File: config.mk
export PLATFORM = sky130hd
export DESIGN_NAME = prog_clock_divider
export DESIGN_NICKNAME = d
export VERILOG_FILES = /design/src/rtl/clkdiv_pkg.sv /design/src/rtl/prog_clock_divider.sv
export SDC_FILE = /design/constraint.sdc
export NUM_CORES = 1
export LEC_CHECK = 0
export CORE_MARGIN = 5
export CORE_UTILIZATION = 42
export DETAILED_ROUTE_END_ITERATION = 6
export SYNTH_ARGS = -nofsm -noshare
export SYNTH_HDL_FRONTEND = slang
export SYNTH_SLANG_ARGS = --single-unit
File: constraint.sdc
create_clock -name clk -period 4.7 [get_ports clk]
set_input_delay 0.94 -clock clk [delete_from_list [all_inputs] [get_ports clk]]
set_output_delay 0.94 -clock clk [all_outputs]
set_load 0.05 [all_outputs]
File: src/rtl/clkdiv_pkg.sv
// Shared constants for the programmable clock divider: counter width default,
// divisor floor, divisor clamp helper and per-level game speed divisors.
package clkdiv_pkg;

  localparam int CNT_W_DEF = 16;
  localparam int DIV_MIN   = 2;

  typedef enum logic [2:0] {
    LVL_0, LVL_1, LVL_2, LVL_3, LVL_4, LVL_5, LVL_6, LVL_7
  } speed_lvl_e;

  // Fall-rate divisors: higher levels fall faster (smaller divisor).
  function automatic logic [31:0] level_div(input speed_lvl_e lvl);
    case (lvl)
      LVL_0:   return 32'd48000;
      LVL_1:   return 32'd40000;
      LVL_2:   return 32'd32000;
      LVL_3:   return 32'd25000;
      LVL_4:   return 32'd19000;
      LVL_5:   return 32'd14000;
      LVL_6:   return 32'd10000;
      default: return 32'd7000;
    endcase
  endfunction

  function automatic logic [31:0] clamp_div(input logic [31:0] v);
    return (v < 32'(DIV_MIN)) ? 32'(DIV_MIN) : v;
  endfunction

endpackage

File: src/rtl/prog_clock_divider.sv
// Runtime-programmable integer clock divider producing a registered square
// wave and a one-cycle tick per output period, with shadowed divisor updates.
module prog_clock_divider
  import clkdiv_pkg::*;
#(
  parameter int CNT_W   = CNT_W_DEF,
  parameter int DIV_RST = 4
) (
  input  logic             clk,
  input  logic             rst,
  input  logic             en,
  input  logic             sync,
  input  logic [CNT_W-1:0] div_in,
  input  logic             div_load,
  output logic             clk_out,
  output logic             tick,
  output logic [CNT_W-1:0] div_cur,
  output logic             pending
);

  logic [CNT_W-1:0] cnt_q, cnt_d;
  logic [CNT_W-1:0] div_cur_q, div_cur_d;
  logic [CNT_W-1:0] pend_val_q, pend_val_d;
  logic             pending_q, pending_d;
  logic             clk_out_q, clk_out_d;
  logic             tick_q, tick_d;
  logic [CNT_W-1:0] ld_val;
  logic             wrap;

  assign ld_val = CNT_W'(clamp_div(32'(div_in)));
  assign wrap   = en && (cnt_q == div_cur_q - CNT_W'(1));

  always_comb begin
    cnt_d      = cnt_q;
    div_cur_d  = div_cur_q;
    pend_val_d = pend_val_q;
    pending_d  = pending_q;
    clk_out_d  = clk_out_q;
    tick_d     = 1'b0;

    if (sync) begin
      // Phase restart applies any new divisor at once; the new period starts at cnt=0.
      cnt_d     = '0;
      clk_out_d = 1'b0;
      pending_d = 1'b0;
      if (div_load) begin
        div_cur_d = ld_val;
      end else if (pending_q) begin
        div_cur_d = pend_val_q;
      end
    end else begin
      if (wrap) begin
        // Divisor only changes at the period boundary so no period mixes two N.
        pending_d = 1'b0;
        if (div_load) begin
          div_cur_d = ld_val;
        end else if (pending_q) begin
          div_cur_d = pend_val_q;
        end
      end else if (div_load) begin
        pend_val_d = ld_val;
        pending_d  = 1'b1;
      end

      if (en) begin
        if (wrap) begin
          cnt_d     = '0;
          clk_out_d = 1'b0;
          tick_d    = 1'b1;
        end else begin
          cnt_d     = cnt_q + CNT_W'(1);
          clk_out_d = (cnt_q + CNT_W'(1)) >= (div_cur_q >> 1);
        end
      end
    end
  end

  always_ff @(posedge clk) begin
    if (rst) begin
      cnt_q      <= '0;
      div_cur_q  <= CNT_W'(DIV_RST);
      pend_val_q <= '0;
      pending_q  <= 1'b0;
      clk_out_q  <= 1'b0;
      tick_q     <= 1'b0;
    end else begin
      cnt_q      <= cnt_d;
      div_cur_q  <= div_cur_d;
      pend_val_q <= pend_val_d;
      pending_q  <= pending_d;
      clk_out_q  <= clk_out_d;
      tick_q     <= tick_d;
    end
  end

  assign clk_out = clk_out_q;
  assign tick    = tick_q;
  assign div_cur = div_cur_q;
  assign pending = pending_q;

endmodule
==> summary.md, run 1 <==
| Metric | Value |
|---|---|
| Die height | about 100 um |
| Fin crit period | roughly 3300 ps |
| NetSw | 316.2 uW |
| Vias in the first global route | 3046 |
| First-pass GRT wire length | 15440 um |
| End of the critical path | clk_out$_SDFFE_PP0P_ |
| Final Power | 963.5 uW |
| Worst EP arrival | 3510 ps |
| Avg Cell Area, Syn | 8.123 um^2 |
| DIE AREA | between 10000 and 15000 um^2 |
| Hold WC Path Type | reg -> reg |
| Area delta synth->final | 13.69% |
| Leak | 1.495 nW |
| Cell area power density | 242.1 nW/um^2 |
| Final setup TNS | 0 ps |
| Share of cells above drive strength 1 | 6.904% |
| Setup CP Type | reg -> reg |
| Rows | 33 |
| Logic gate share of total power | 22.4% |
| Top cells by count, synth | dfxtp_1 (51), nor2_1 (50), nand2_1 (38) |
| Reg2reg start | cnt_q[0]$_SDFFE_PP0P_ |
| Clock slew at reported path FFs | about 110 ps |
| DR WL/cell | roughly 16 um |
| Antenna violations before repair | 0 |
| Setup repair after global routing missed its margin | false |
| Vias/cell | approximately 5.6 |
| Actual slew at the worst max-slew pin | between 800 and 900 ps |
| Chip width | 101.3 um |
| Max Cap Viol | 0 |
| TritonCTS Buffers | 5 |
| Sw Ratio | 32.82% |
| Unique masters post-synth | slightly below 60 |
| Clock sinks | between 50 and 60 |
| Clk Latency, worst-skew pair | about 320 ps |
| Syn_nets | 469 |
| Cell area after synthesis | 3501 um^2 |
| Final setup vio count | 0 |
| Clock share of power | 28.4% |
| Int Pwr | around 650 uW |
| Crit path required time | 4900 ps |
| CP Capture Type | register |
| Status | completed |
| CTS H-tree lvls | 2 |
| DP HPWL | 6581 um |
| Clk root buf | clkbuf_8 |
| Relative slew slack | between 40 and 50% |
| Buffers on Ports | 39 |
| Highest Clock Rate | 302.3 MHz |
| Routability Congestion | slightly below 0.8 |
| Post-synthesis sequential area ratio | 29.16% |
| Placed insts | approximately 550 |
| Max Slew Vio Count | 0 |
| Most common cell in the synthesized netlist | dfxtp_1 |
| Skew final | 8.947 ps |
| Post-synth EDFFs | 0 |
| Worst R2R Setup Slack | roughly 1400 ps |
| DRT Pass-1 Iters | 4 |
| R2r endpoint | clk_out$_SDFFE_PP0P_ |
| Final hold slack | 468.9 ps |
| Post-CTS setup buffer count | 0 |
| Worst reg2reg path depth | 14 |
| Final worst path period share | ~70% |
| Ports | 40 |
| All-Layer GR Usage | between 10% and 20% |
| Critical Path Source Type | register |
| Ys flop type | dfxtp_1 |
| Total grt overflow | 0 |
| Syn. warnings | 0 |
| Number of routed nets with antenna violations | 0 |
| Final Hold Vio Count | 0 |
| DR iter-0 viols | 148 |
| Hold_buf cts | 0 |
| Ant. Diodes | 0 |
| Maximum VDD drop | roughly 140 uV |
| TritonCTS clock tree | yes |
| Post-CTS Resized | 0 |
| Nets | 486 |
| FFs w/ async S/R, synth | 0% |
| Sequential power share | 49.2% |
| Synth top area share | 29.16% |
| Total vias in the final route | 3095 |
| Seq cells post-synth | 51 |
| Post-route DRC | 0 |
| Largest net degree at the start of global routing | 36 |
| Setup crit start | cnt_q[0]$_SDFFE_PP0P_ |
| Core area | 8175 um^2 |
| Synth top area cells | dfxtp_1 (29%), ha_1 (6.1%), nor2_1 (5.4%), mux2i_1 (5.1%), xnor2_1 (4.5%) |
| Starting Density | 42.82% |
| Post-synth top area cell | dfxtp_1 |
| Crit path max fanout | 7 |
| Cells after synthesis | 431 |
| Routed Wire Length | roughly 9000 um |
| Clock buffer depth | 2 |
| Fillers | between 800 and 900 |
| Final std cells w/o fill | 554 |
[state kept, by name, indices dropped and copies added, names as in the netlist]
| register | count |
|---|---|
| clk_out | 1 |
| cnt_q | 16 |
| div_cur | 16 |
| pend_val_q | 16 |
| pending | 1 |
| tick | 1 |
[cells in the final DEF (no fill, tap or decap), types with 7 or more instances in the layout]
master           instances
dfxtp_1                 51
nor2_1                  50
clkdlybuf4s50_1         39
nand2_1                 38
a21oi_1                 29
inv_1                   19
nand3_1                 18
xnor2_1                 18
mux2i_1                 18
ha_1                    17
o21ai_0                 15
xor2_1                  12
nor4_1                  11
nand4_1                  9
nor3_1                   9
o2bb2ai_1                9
and3_1                   7
[kinds of logic (layout without fill, tap and decap cells)]
family / after synthesis / count (layout) / synth area share, %
buffers and inverters: 50 / 68 / 6.290
flip-flops: 51 / 51 / 29.16
AO/OA/AOI/OAI: 88 / 88 / 19.94
adder cells (fa/ha/maj): 17 / 17 / 6.076
multiplexers: 19 / 19 / 5.468
AND/OR/NAND/NOR: 176 / 176 / 25.55
XOR/XNOR: 30 / 30 / 7.505
[final cells by class]
cell class	count	area, um^2	share of cell area, %
Timing Repair Buffer	41	405.4	10.19
Tap cell	105	131.4	3.301
Inverter	19	71.32	1.792
Clock buffer	5	68.82	1.729
Clock inverter	3	22.52	0.5659
Sequential cell	51	1021	25.65
Multi-Input combinational cell	330	2260	56.77
[metal layers]
metal | part of all wire [%] | vias to the layer above | wire, um | GRT usage [%]
met5 | 0 | - | 0 | 0
met4 | 1.6 | 0 | 144 | 4.908
met3 | 3.1 | 9 | 279 | 2.066
met2 | 48 | 53 | 4262 | 30.94
met1 | 48 | 1467 | 4275 | 25.46
li1 | - | 1566 | - | -
[power by group through the flow]
stage,Combinational (mW),Sequential [mW],Clock (mW)
floorplan,0.134,0.501,0
global placement,0.214,0.484,0
detailed placement,0.216,0.484,0
CTS,0.217,0.474,0.279
global route,0.236,0.478,0.296
finish,0.216,0.474,0.273
[worst min-delay path by stage]
stage	start	to	cells past startpoint
2_1_floorplan	pend_val_q[0]$_SDFFE_PP0P_	pend_val_q[0]$_SDFFE_PP0P_	2
3_3_place_gp	clk_out$_SDFFE_PP0P_	clk_out$_SDFFE_PP0P_	2
3_5_place_dp	clk_out$_SDFFE_PP0P_	clk_out$_SDFFE_PP0P_	2
4_1_cts	clk_out$_SDFFE_PP0P_	clk_out$_SDFFE_PP0P_	2
5_1_grt	clk_out$_SDFFE_PP0P_	clk_out$_SDFFE_PP0P_	2
6_report	clk_out$_SDFFE_PP0P_	clk_out$_SDFFE_PP0P_	2
[worst max-delay path, stage by stage, from the launching register on]
cell and delay (ps):
dfxtp_1 480, ha_1 270, nand3_1 190, nor2_1 460
nand3_1 160, xnor2_1 210, ha_1 210, a21o_1 170
a21o_1 160, a21oi_1 130, nor2_1 50, a211oi_1 340
o21ai_0 170, nand3_1 120, a21oi_1 80
[metrics by stage]
step                instance area [um^2]  utilization, %  setup WS [ps]
global route                        3980           48.68           1084
global placement                    3889           47.57           1447
floorplan                           3501               -           1500
detailed placement                  3889           47.57           1431
CTS                                 3980           48.68           1419
finish                              3980           48.68           1392
No activity file was read; power rests on OpenSTA's default activity.
==> run 2: changes to the inputs <==
Clock period 4.7 ns to 2.7 ns, I/O delays scaled along.
==> run 2 against run 1 <==
Against the previous run:
- hold slack improved by 19 ps
- routed wire length rose by 13%
- design area rose by 16%
- combinational power rose by 110%
- clock skew barely moved
- the run now ends with setup timing left
- count of clock-buffer cells in the layout did not move
- critical path type unchanged
- utilization rose by 8.0 points
- maximum frequency rose by 20%
==> summary.md, run 2 (synthesis results as in run 1) <==
| Metric | Value |
|---|---|
| Status | finished with violations |
| Failing checks | setup timing |
| Sw Ratio | 33.64% (+0.82 points) |
| Antenna violations before repair | 0 (unchanged) |
| Max Slew Vio Count | 0 (unchanged) |
| Vias in the first global route | 3126 (+2.6%) |
| Logic gate share of total power | 26.2% (+3.8 points) |
| Setup repair after global routing missed its margin | true |
| Core area | 8175 um^2 (unchanged) |
| TritonCTS Buffers | 5 (unchanged) |
| Rows | 33 (unchanged) |
| Max Cap Viol | 0 (unchanged) |
| Clock share of power | 27.6% (-0.8 points) |
| Die height | 101.3 um (unchanged) |
| Ports | 40 (unchanged) |
| NetSw | 591.7 uW (+87%) |
| Commonest cells after routing, fill and taps aside | buf_4 (51), nor2_1 (47), dfxtp_1 (42) |
| Commonest non-fill, non-tap cell in the layout | buf_4 |
| Clk Latency, worst-skew pair | 320 ps (about the same) |
| Hold_buf cts | 0 (unchanged) |
| Critical Path Source Type | register |
| Routed Wire Length | 10130 um (+13%) |
| Final worst path period share | 101.9% (+32 points) |
| Fin crit period | 2752 ps (-556.5 ps) |
| Sequential power share | 46.2% (-3.0 points) |
| Clock slew at reported path FFs | 110 ps (about the same) |
| Worst EP arrival | 3000 ps (-510 ps) |
| Total grt overflow | 0 (unchanged) |
| Highest Clock Rate | 363.4 MHz (+20%) |
| Share of cells above drive strength 1 | 24.80% (+18 points) |
| Clk root buf | clkbuf_8 |
| TritonCTS clock tree | yes |
| PnR worst setup slack | -51.54 ps (-1444 ps) |
| Nets | 541 (+11%) |
| Crit path required time | 2950 ps (-1950 ps) |
| Fillers | 759 (-8.4%) |
| Ant. Diodes | 0 (unchanged) |
| DP HPWL | 7234 um (+9.9%) |
| Cell area power density | 379.6 nW/um^2 (+57%) |
| Clock sinks | 51 (unchanged) |
| Starting Density | 42.82% (unchanged) |
| CP Capture Type | register |
| Vias/cell | 5.509 (-1.4%) |
| CTS H-tree lvls | 2 (unchanged) |
| Crit path max fanout | 8 (+1) |
| DR WL/cell | 16.63 um (+2.8%) |
| DR iter-0 viols | 156 (+5.4%) |
| Setup CP Type | reg -> reg |
| Post-route DRC | 0 (unchanged) |
| Final setup vio count | 17 (+17) |
| Leak | 1.829 nW (+22%) |
| Final Hold Vio Count | 0 (unchanged) |
| Routability Congestion | 0.8320 (+5.4%) |
| DIE AREA | 10260 um^2 (unchanged) |
| Skew final | 9.004 ps (+0.05706 ps) |
| Actual slew at the worst max-slew pin | 559.9 ps (-268.1 ps) |
| Fin util | 56.69% (+8.0 points) |
| Maximum VDD drop | 256.4 uV (+81%) |
| Chip width | 101.3 um (unchanged) |
| Number of routed nets with antenna violations | 0 (unchanged) |
| Clock buffer depth | 2 (unchanged) |
| DRT Pass-1 Iters | 4 (unchanged) |
| Pre-CTS WS | 16.69 ps (-1414 ps) |
| First-pass GRT wire length | 15500 um (+0.40%) |
| Buffers on Ports | 39 (unchanged) |
| Area delta synth->final | 32.38% |
| Total vias in the final route | 3355 (+8.4%) |
| All-Layer GR Usage | 18.77% (+0.22 points) |
| Post-route design area | 4634 um^2 (+16%) |
| Hold WC Path Type | reg -> reg |
| Largest net degree at the start of global routing | 33 (-8.3%) |
| Int Pwr | 1.167 mW (+80%) |
| Area of the multi-input gates | 2437 um^2 (+7.9%) |
| Relative slew slack | 62.68% (+18 points) |
| Seq. cell area | 1037 um^2 (+1.6%) |
| Placed Instance Area | 4323 um^2 (+11%) |
==> run 2: cell types whose count changed in the layout (fill, tap and decap cells not counted), sizes merged <==
cell,before,now
buf,2,53
inv,21,20
clkbuf,5,7
clkinv,1,2
a21o,8,10
==> run 2: area by class of cell <==
cell class | count | share of cell area (%)
flip-flops and latches | 51 | 22.38
multi-input cells | 332 | 52.59
inverters | 19 | 1.593
well taps | 105 | 2.835
repair buffers | 94 | 18.63
clock inverters | 3 | 0.4860
clock buffers | 5 | 1.485
==> run 2: power by group through the flow <==
stage                     Clock [mW]  Combinational (mW)  Sequential (mW)
final                          0.486               0.461            0.813
after detailed placement           0               0.435            0.829
after global routing           0.523               0.492            0.819
after CTS                      0.494               0.438            0.812
after floorplan                    0               0.249            0.874
after global placement             0               0.431            0.828
==> run 2: worst max-delay path, cell delays in order (launching register included) <==
cell	delay [ps]
dfxtp_4	360
inv_4	50
ha_4	130
or4b_4	550
nor3_4	180
buf_4	150
nand4_1	130
a21oi_2	230
a2bb2oi_4	260
nand2_2	160
a21o_2	320
o2bb2ai_1	150
==> run 2: final timing paths <==
kind / slack, ps / start / cells past startpoint / endpoint
worst max-delay path: -50 / div_cur[1]$_SDFFE_PP0P_ / 11 / div_cur[15]$_SDFFE_PP0P_
worst min-delay path: 490 / clk_out$_SDFFE_PP0P_ / 2 / clk_out$_SDFFE_PP0P_
worst max register to register: -50 / div_cur[1]$_SDFFE_PP0P_ / 11 / div_cur[15]$_SDFFE_PP0P_
worst min register to register: 490 / clk_out$_SDFFE_PP0P_ / 2 / clk_out$_SDFFE_PP0P_
==> run 2: metrics by stage <==
stage / cells / hold slack, ps / power [mW] / TNS [ps]
after detailed placement: 591 / 470.3 / 1.264 / 0
final: 609 / 488.3 / 1.759 / -555.0
after floorplan: 431 / 460.2 / 1.123 / -493.8
after global routing: 609 / 514.4 / 1.834 / -4222
after global placement: 591 / 463.3 / 1.259 / 0
after CTS: 599 / 486.4 / 1.744 / 0
==> run 2: per-layer routing <==
metal,part of all wire [%],vias to the layer above,GRT usage (%)
met3,2.5,13,2.342
met2,49,52,32.29
met4,1.4,0,4.703
li1,-,1673,-
met1,47,1617,24.88
met5,0,-,0
==> run 2: what timing repair did <==
item,4_1_cts,5_1_grt
cloned,0,4
resized for setup,0,39
buffers inserted,0,6
endpoints found under the setup margin,1,40
pin swaps,1,11
